==> config.mk <==
export PLATFORM = sky130hd
export DESIGN_NAME = qspi_xip_line_reader
export DESIGN_NICKNAME = d
export VERILOG_FILES = /design/src/rtl/qspi_xip_pkg.sv /design/src/rtl/qspi_sck_gen.sv /design/src/rtl/qspi_xip_line_reader.sv
export SDC_FILE = /design/constraint.sdc
export NUM_CORES = 1
export LEC_CHECK = 0
export CORE_MARGIN = 5
export CORE_UTILIZATION = 50
export CTS_CLUSTER_DIAMETER = 40
export DETAILED_ROUTE_END_ITERATION = 8
export GPL_ROUTABILITY_DRIVEN = 0
export MAX_ROUTING_LAYER = met4
export PLACE_DENSITY = 0.79
export RECOVER_POWER = 100
export SYNTH_ARGS = -nofsm -noshare
export SYNTH_HDL_FRONTEND = slang
export SYNTH_SLANG_ARGS = --single-unit
==> constraint.sdc <==
create_clock -name clk -period 3.85 [get_ports clk]
set_input_delay 0.77 -clock clk [delete_from_list [all_inputs] [get_ports clk]]
set_output_delay 0.77 -clock clk [all_outputs]
set_load 0.05 [all_outputs]
==> src/rtl/qspi_xip_pkg.sv <==
// Shared phase encoding and protocol constants for the QSPI XIP line reader.
package qspi_xip_pkg;

    typedef enum logic [2:0] {
        StIdle,
        StCmd,
        StAddr,
        StMode,
        StDummy,
        StData,
        StDone
    } phase_e;

    localparam logic [7:0] QSPI_CMD_QIOR = 8'hEB;
    localparam logic [7:0] MODE_CONT     = 8'hA0;
    localparam logic [7:0] MODE_EXIT     = 8'h00;

    localparam int unsigned CMD_CLKS  = 8;
    localparam int unsigned ADDR_CLKS = 6;
    localparam int unsigned MODE_CLKS = 2;

endpackage

==> src/rtl/qspi_sck_gen.sv <==
// SCK divider: toggles sck every SCK_DIV clk cycles while enabled, held low otherwise.
module qspi_sck_gen #(
    parameter int unsigned SCK_DIV = 1
) (
    input  logic clk,
    input  logic rst_n,
    input  logic en_i,
    output logic sck_o,
    output logic rise_o,
    output logic fall_o
);

    localparam int unsigned DivW = $clog2(SCK_DIV + 1);

    logic [DivW-1:0] cnt_q, cnt_d;
    logic            sck_q, sck_d;
    logic            tick;

    // Strobes flag the clk edge on which sck is about to change.
    always_comb begin
        tick   = en_i && (cnt_q == DivW'(SCK_DIV - 1));
        rise_o = tick && !sck_q;
        fall_o = tick && sck_q;
        cnt_d  = '0;
        sck_d  = 1'b0;
        if (en_i) begin
            cnt_d = tick ? '0 : cnt_q + 1'b1;
            sck_d = sck_q ^ tick;
        end
    end

    always_ff @(posedge clk or negedge rst_n) begin
        if (!rst_n) begin
            cnt_q <= '0;
            sck_q <= 1'b0;
        end else begin
            cnt_q <= cnt_d;
            sck_q <= sck_d;
        end
    end

    assign sck_o = sck_q;

endmodule

==> src/rtl/qspi_xip_line_reader.sv <==
// Fetches one cache line from quad-I/O flash with 0xEB, entering or leaving
// continuous-read mode according to xip_en.
module qspi_xip_line_reader
    import qspi_xip_pkg::*;
#(
    parameter int unsigned LINE_SIZE  = 16,
    parameter int unsigned SCK_DIV    = 1,
    parameter int unsigned DUMMY_CLKS = 4
) (
    input  logic                   clk,
    input  logic                   rst_n,
    input  logic [23:0]            addr,
    input  logic                   rd,
    input  logic                   xip_en,
    output logic                   busy,
    output logic                   done,
    output logic [LINE_SIZE*8-1:0] line,
    output logic                   sck,
    output logic                   ce_n,
    input  logic [3:0]             din,
    output logic [3:0]             dout,
    output logic                   douten
);

    localparam int unsigned LineW    = LINE_SIZE * 8;
    localparam int unsigned DataClks = 2 * LINE_SIZE;
    localparam int unsigned CntW     = $clog2((DataClks > 16) ? DataClks : 16);
    localparam logic [23:0] OffMask  = 24'(LINE_SIZE - 1);

    phase_e             state_q, state_d, next_ph;
    logic [CntW-1:0]    cnt_q, cnt_d;
    logic [23:0]        addr_q, addr_d;
    logic               xip_q, xip_d;
    logic               cont_q, cont_d;
    logic [3:0]         dout_q, dout_d;
    logic [LineW-1:0]   fill_q, fill_d;
    logic [LineW-1:0]   line_q, line_d;
    logic               last, load;
    logic               sck_rise, sck_fall;

    // Nibble driven for a given phase and SCK index within that phase.
    function automatic logic [3:0] tx_nibble(input phase_e ph, input logic [CntW-1:0] idx,
                                             input logic [23:0] a, input logic [7:0] m);
        logic [3:0] nib;
        nib = 4'h0;
        case (ph)
            StCmd:   nib = {3'b000, QSPI_CMD_QIOR[3'd7 - idx[2:0]]};
            StAddr:  nib = 4'(a >> (4 * (5 - int'(idx))));
            StMode:  nib = idx[0] ? m[3:0] : m[7:4];
            default: nib = 4'h0;
        endcase
        return nib;
    endfunction

    assign ce_n = (state_q == StIdle) || (state_q == StDone);

    qspi_sck_gen #(
        .SCK_DIV (SCK_DIV)
    ) u_sck_gen (
        .clk    (clk),
        .rst_n  (rst_n),
        .en_i   (!ce_n),
        .sck_o  (sck),
        .rise_o (sck_rise),
        .fall_o (sck_fall)
    );

    always_comb begin
        state_d = state_q;
        cnt_d   = cnt_q;
        addr_d  = addr_q;
        xip_d   = xip_q;
        cont_d  = cont_q;
        dout_d  = dout_q;
        fill_d  = fill_q;
        line_d  = line_q;
        last    = 1'b0;
        next_ph = StIdle;
        load    = 1'b0;

        case (state_q)
            StCmd: begin
                last    = cnt_q == CntW'(CMD_CLKS - 1);
                next_ph = StAddr;
            end
            StAddr: begin
                last    = cnt_q == CntW'(ADDR_CLKS - 1);
                next_ph = StMode;
            end
            StMode: begin
                last    = cnt_q == CntW'(MODE_CLKS - 1);
                next_ph = (DUMMY_CLKS == 0) ? StData : StDummy;
            end
            StDummy: begin
                last    = cnt_q == CntW'(DUMMY_CLKS) - 1'b1;
                next_ph = StData;
            end
            StData: begin
                last    = cnt_q == CntW'(DataClks - 1);
                next_ph = StDone;
            end
            default: ;
        endcase

        case (state_q)
            StIdle: begin
                if (rd) begin
                    addr_d  = addr & ~OffMask;
                    xip_d   = xip_en;
                    cnt_d   = '0;
                    state_d = cont_q ? StAddr : StCmd;
                    load    = 1'b1;
                end
            end
            StDone: state_d = StIdle;
            default: begin
                // Nibble j of the data stream lands in nibble slot j^1 (high nibble first).
                if (sck_rise && state_q == StData) begin
                    fill_d[(int'(cnt_q) ^ 1) * 4 +: 4] = din;
                end
                if (sck_fall) begin
                    load  = 1'b1;
                    cnt_d = last ? '0 : cnt_q + 1'b1;
                    if (last) begin
                        state_d = next_ph;
                    end
                    if (last && state_q == StData) begin
                        line_d = fill_q;
                        cont_d = xip_q;
                    end
                end
            end
        endcase

        if (load) begin
            dout_d = tx_nibble(state_d, cnt_d, addr_d, xip_d ? MODE_CONT : MODE_EXIT);
        end
    end

    always_ff @(posedge clk or negedge rst_n) begin
        if (!rst_n) begin
            state_q <= StIdle;
            cnt_q   <= '0;
            addr_q  <= '0;
            xip_q   <= 1'b0;
            cont_q  <= 1'b0;
            dout_q  <= '0;
            fill_q  <= '0;
            line_q  <= '0;
        end else begin
            state_q <= state_d;
            cnt_q   <= cnt_d;
            addr_q  <= addr_d;
            xip_q   <= xip_d;
            cont_q  <= cont_d;
            dout_q  <= dout_d;
            fill_q  <= fill_d;
            line_q  <= line_d;
        end
    end

    assign busy   = state_q != StIdle;
    assign done   = state_q == StDone;
    assign douten = (state_q == StCmd) || (state_q == StAddr) || (state_q == StMode);
    assign dout   = dout_q;
    assign line   = line_q;

endmodule

==> metrics.txt, run 1 <==
status=complete, but fails checks; failing checks=capacitance limit, slew limit; Worst EP arrival=3.94 ns; core area=25300 µm²; number of global-route vias before repair=8824; Reg clk slew, reported paths=0.06 ns; Comb power frac=0.120; htree depth=2; slew of the pin with the lowest slew margin=2.50 ns; final setup fails=0; Worst setup startpoint=state_q[1]; initial drt markers=679; CP Capture Type=flop; Int Pwr=5.78 mW; Yosys cell types=66; most common cell in the netlist=dfrtp_1; TritonCTS clock tree=built; Max Freq=0.281 GHz; Syn. warnings=0; HP Class=reg2reg; DP Cell Count=1479; Yosys top cell area share=0.573; Final Worst Setup Slack=0.291 ns; vias per cell=5.54; Pwr Total=7.79 mW; max-slew violations=103; Req. time, crit path=4.23 ns; clock skew after layout=0.0281 ns; Final Hold Fails=0; CTS resizes=0; share of layout cells above drive strength 1=0.149; RSZ-0062 raised after global routing=no; Post-Synthesis Cells=1008; fin cells=1544; top post-synthesis cells by area=dfrtp_1 57%, mux2_4 13%, mux2_2 7.1%; Peak VDD IR=302 µV; Syn-to-layout area delta=21.5%; Total GRT Usage=0.216; post-DP HPWL=20900 µm; top_reg_cell synth=dfrtp_1; worst reg2reg endpoint=dout[0]; Worst path most repeated cell=buf_4; normalized max-slew margin=-0.665; worst r2r path cells=13; commonest cells in the netlist=296 x dfrtp_1, 169 x nand2_1, 110 x mux2_4; Hold Path Stages=1; switching power=2.01 mW; Async SR Flop Fraction=1.00; IO Port Bufs=164; drc violations=0; Initial Utilization=0.511; synthesized area=12900 µm²; Sw Ratio=0.258; Clock Power Share=0.451; num ports=169; post-synth top area cell=dfrtp_1; DIE WIDTH=171 µm; antenna cells=0; crit path kind=reg2reg; postcts setup bufs=0; Syn Nets=1046; Worst Setup Start Kind=flop; global-route wire length before repair=48900 µm; Skew-Pair Late Insertion Delay=0.51 ns; # nets final=1226; register bit total from synthesis=296; CP Cell Sequence=and2b_2, nor3_4, nor2_1, ha_1, buf_4, nand4b_1, o31ai_4, nor4_1, buf_4, mux2_2, mux4_2, a22o_1, a221o_1; clk buf depth=3; sequential power share=0.429; 1st-pass router iterations=5; Sink Count=296; initial antenna violation count=0; family with the most delay on the worst path=simple AND/OR/NAND/NOR gates; RR Startpoint=state_q[1]; largest net degree at the start of global routing=104; Slowest-stage cell, CP=mux4_2; post-synthesis sequential area ratio=0.573; die extent in y=171 µm; hold buffers post-CTS=0; Final period util=0.925; Buf/Inv on CP=2; post-DR wirelength/cell=19.6 µm; fin crit period=3.56 ns; r2r setup slk=0.29 ns; PwrDens=496 nW/µm²; Post-Syn Area per Cell=12.8 µm²; CP peak stage delay=0.46 ns; post-route ant nets=0; Post-DP Area=15000 µm²; via count=8548; Die ar.=29200 µm²; Setup WS pre-CTS=0.231 ns; Post-synth EDFFs=0; clock root cell=clkbuf_16; CP Depth=13; fin area=15700 µm²; final global-route overflow total=0; Post-Route WL=30200 µm; CTS buffer count=37; max_cap viols=1; Leakage=8.05 nW; CP endpoint=dout[0]; critical path peak fanout=15; Site Rows=58
## metal layers
metal | part of all wire | wire (µm) | GRT usage
met5 | 0 | 0 | -
met4 | 0.027 | 801 | 0.0610
met3 | 0.069 | 2100 | 0.0469
met2 | 0.47 | 14300 | 0.340
met1 | 0.43 | 13000 | 0.288
## power groups by stage
stage,combinational [mW],clock [mW],sequential [mW]
3_5_place_dp,0.958,0,3.39
2_1_floorplan,0.597,0,3.39
3_3_place_gp,0.935,0,3.39
4_1_cts,0.964,3.57,3.34
6_report,0.931,3.51,3.34
5_1_grt,1.03,3.71,3.36
## per-stage QoR
step / hold slack (ns) / TNS, ns / utilization
detailed placement: 0.462 / 0 / 0.591
global placement: 0.454 / 0 / 0.591
CTS: 0.329 / 0 / 0.640
floorplan: 0.440 / -0.0620 / -
global route: 0.480 / 0 / 0.620
finish: 0.457 / 0 / 0.620
## worst min-delay path by stage
stage,start,endpoint,slack (ns)
CTS,rst_n,fill_q[72],0.33
floorplan,addr_q[16],addr_q[16],0.44
global route,fill_q[65],line[65],0.48
global placement,addr_q[22],addr_q[22],0.45
finish,fill_q[65],line[65],0.46
detailed placement,fill_q[38],fill_q[38],0.46
## layout by cell type (no fill, tap or decap), drive strengths merged, types with 3 or more instances in the layout
| cell | n |
|---|---|
| nor2b | 7 |
| nand2b | 6 |
| mux2i | 8 |
| mux4 | 4 |
| dfrtp | 296 |
| clkinv | 11 |
| bufinv | 5 |
| clkbuf | 59 |
| nor2 | 39 |
| a22o | 5 |
| and2 | 11 |
| nor3 | 12 |
| nand2 | 169 |
| o211a | 3 |
| o31ai | 18 |
| mux2 | 196 |
| a221o | 3 |
| or3 | 6 |
| clkdlybuf4s50 | 26 |
| dlygate4sd3 | 137 |
| nor4 | 3 |
| a31oi | 3 |
| nand3 | 20 |
| a21oi | 10 |
| xnor2 | 3 |
| nand3b | 3 |
| inv | 22 |
| nand4 | 3 |
| o41ai | 8 |
| o21ai | 54 |
| and3 | 11 |
| ha | 6 |
| buf | 15 |
| nor3b | 4 |
## final cells by class
class / count / area [µm²]
Fill cell: 1996 / 9610
Sequential cell: 296 / 7410
Multi-Input combinational cell: 642 / 4740
Timing Repair Buffer: 191 / 1820
Clock buffer: 46 / 1000
Tap cell: 330 / 413
Clock inverter: 19 / 259
Inverter: 20 / 75.1
## registers in the layout (all words and copies together) (netlist names)
name,cells
xip_q,1
fill_q,128
line,128
u_sck_gen.cnt_q,1
addr_q,24
state_q,3
cnt_q,5
u_sck_gen.sck_o,1
dout,4
cont_q,1
## logic make-up (layout without fill, tap and decap cells)
logic type	count (synthesis)	count (layout)	share of synthesized area
DFF	296	296	0.573
other	1	1	0.000290
AOI/OAI and AO/OA	120	120	0.0631
adders and majority gates	6	6	0.00580
muxes	208	208	0.216
buffers and inverters	70	276	0.0295
xor gates and xnor gates	4	4	0.00329
and+or+nand+nor	303	303	0.110
Power figures use the tool's default switching activity.
==> run 2: changes to the inputs <==
CORE_MARGIN = 2   (was 5)
CORE_UTILIZATION = 60   (was 50)
PLACE_DENSITY = 0.89   (was 0.79)
clock period = 4.26 ns   (was 3.85 ns; I/O delays follow)
==> run 2 against run 1 <==
Effect of this change:
- die area shrank 22%
- register-to-register slack lost 0.10 ns
- global-route usage grew 6.6 points
- critical path depth is the same
- largest power group unchanged
- the run still ends with capacitance limit, slew limit left
- highest routed layer unchanged
- maximum frequency shrank 13%
- first-iteration DRC count grew 6.9%
- sequential share of layout area shrank 0.96 points
==> metrics.txt, run 2 (synthesis results as in run 1) <==
status=complete, but fails checks; failing checks=capacitance limit, slew limit; DIE WIDTH=151 µm; Total GRT Usage=0.283; global-route wire length before repair=48100 µm; Die ar.=22700 µm²; max_cap viols=1; Worst Setup Start Kind=flop; Leakage=7.85 nW; vias per cell=5.92; critical path peak fanout=20; Req. time, crit path=4.67 ns; Worst setup startpoint=state_q[1]; Site Rows=53; post-DR wirelength/cell=20.9 µm; Setup WS pre-CTS=0.198 ns; Final Worst Setup Slack=0.191 ns; number of global-route vias before repair=8906; final setup fails=0; Final period util=0.955; Reg clk slew, reported paths=0.06 ns; CTS buffer count=36; num ports=169; post-DP HPWL=20500 µm; Max Freq=0.246 GHz; drc violations=0; fin cells=1480; Syn-to-layout area delta=24.0%; RR Startpoint=state_q[1]; clk buf depth=3; CP Capture Type=flop; TritonCTS clock tree=built; clock skew after layout=0.0191 ns; Peak VDD IR=362 µV; final core utilization=0.761; largest net degree at the start of global routing=106; sequential cell area=7410 µm²; Post-Route WL=30900 µm; post-route ant nets=0; Sink Count=296; fill count=1208; normalized max-slew margin=-0.388; crit path kind=reg2reg; htree depth=2; clock root cell=clkbuf_16; DP Cell Count=1416; Worst Hold Path EP=fill_q[46]; max-slew violations=90; Setup Total Neg Slack=0 ns; PwrDens=441 nW/µm²; worst reg2reg endpoint=dout[1]; Initial Utilization=0.613; initial drt markers=726; HP Class=reg2reg; footprint of the multi-input gates=5150 µm²; antenna cells=0; IO Port Bufs=164; initial antenna violation count=0; core area=21100 µm²; commonest cells after routing, fill and taps aside=296 x dfrtp_1, 169 x nand2_1, 163 x clkdlybuf4s50_1, 110 x mux2_4, 81 x mux2_2; hold path startpoint=fill_q[46]; commonest non-fill, non-tap cell in the layout=dfrtp_1; Hold Path Stages=2; Final Hold Fails=0; via count=8768; final global-route overflow total=0; die extent in y=151 µm; 1st-pass router iterations=7; worst r2r path cells=13; slew of the pin with the lowest slew margin=2.08 ns; # nets final=1217; Worst EP arrival=4.48 ns; r2r setup slk=0.19 ns; share of layout cells above drive strength 1=0.242; fin crit period=4.07 ns; Skew-Pair Late Insertion Delay=0.52 ns; Hold WS=0.478 ns
run 2: cell count changes in the layout (fill, tap and decap cells not counted), moves of 3 or more:
cell	delta
clkdlybuf4s50_1	+137
clkbuf_8	+3
mux2_4	+106
dlygate4sd3_1	-137
clkbuf_1	-9
inv_6	+3
mux2_1	-107
clkinv_2	-4
clkbuf_2	-3
run 2: worst max-delay path by stage:
stage / slack (ns) / to / cells after the start
final: 0.19 / dout[1] / 13
after global routing: -0.004 / dout[1] / 13
after CTS: 0.20 / dout[1] / 12
after detailed placement: 0.20 / dout[1] / 13
after global placement: 0.36 / dout[1] / 13
after floorplan: 0.09 / dout[1] / 15
run 2: cell type report:
| class | instances | share of cell area |
|---|---|---|
| clock inverters | 20 | 0.0171 |
| repair buffers | 183 | 0.111 |
| flip-flops and latches | 296 | 0.462 |
| inverters | 20 | 0.00468 |
| well taps | 275 | 0.0215 |
| clock buffers | 44 | 0.0625 |
| multi-input cells | 642 | 0.321 |
run 2: timing repair:
item	4_1_cts	5_1_grt
hold endpoints to repair	0	0
resized for setup	0	1
hold buffers	0	0
buffers inserted	0	0
endpoints found under the setup margin	0	2
run 2: metal layers:
metal	up-vias	wire length (µm)	global-route usage
met5	-	0	-
met4	0	902	0.101
met3	81	2110	0.0503
met2	387	15500	0.460
met1	4424	12400	0.361
li1	3876	-	-
run 2: worst max-delay path, cell delays in order, from the launching register on:
cell and delay [ns]:
dfrtp_1 0.39, buf_4 0.25, and2b_1 0.27, nor3_2 0.09, nor2_1 0.15, ha_1 0.21, nand2_1 0.15, or3_1 0.45
o31ai_1 0.34, inv_1 0.14, ha_1 0.46, mux4_2 0.55, a22o_1 0.20, a221o_1 0.31
run 2: through the flow:
step | power (mW) | area, µm²
after floorplan | 3.60 | 12900
after global placement | 3.87 | 14800
after detailed placement | 3.91 | 14800
after CTS | 7.11 | 16100
after global routing | 7.32 | 16000
final | 7.08 | 16000
run 2: where the power goes:
group	leakage (nW)	internal (mW)	switching [mW]	total [mW]
clock network	0.625	1.96	1.25	3.21
logic	3.49	0.300	0.553	0.853
registers	3.73	2.94	0.0810	3.02
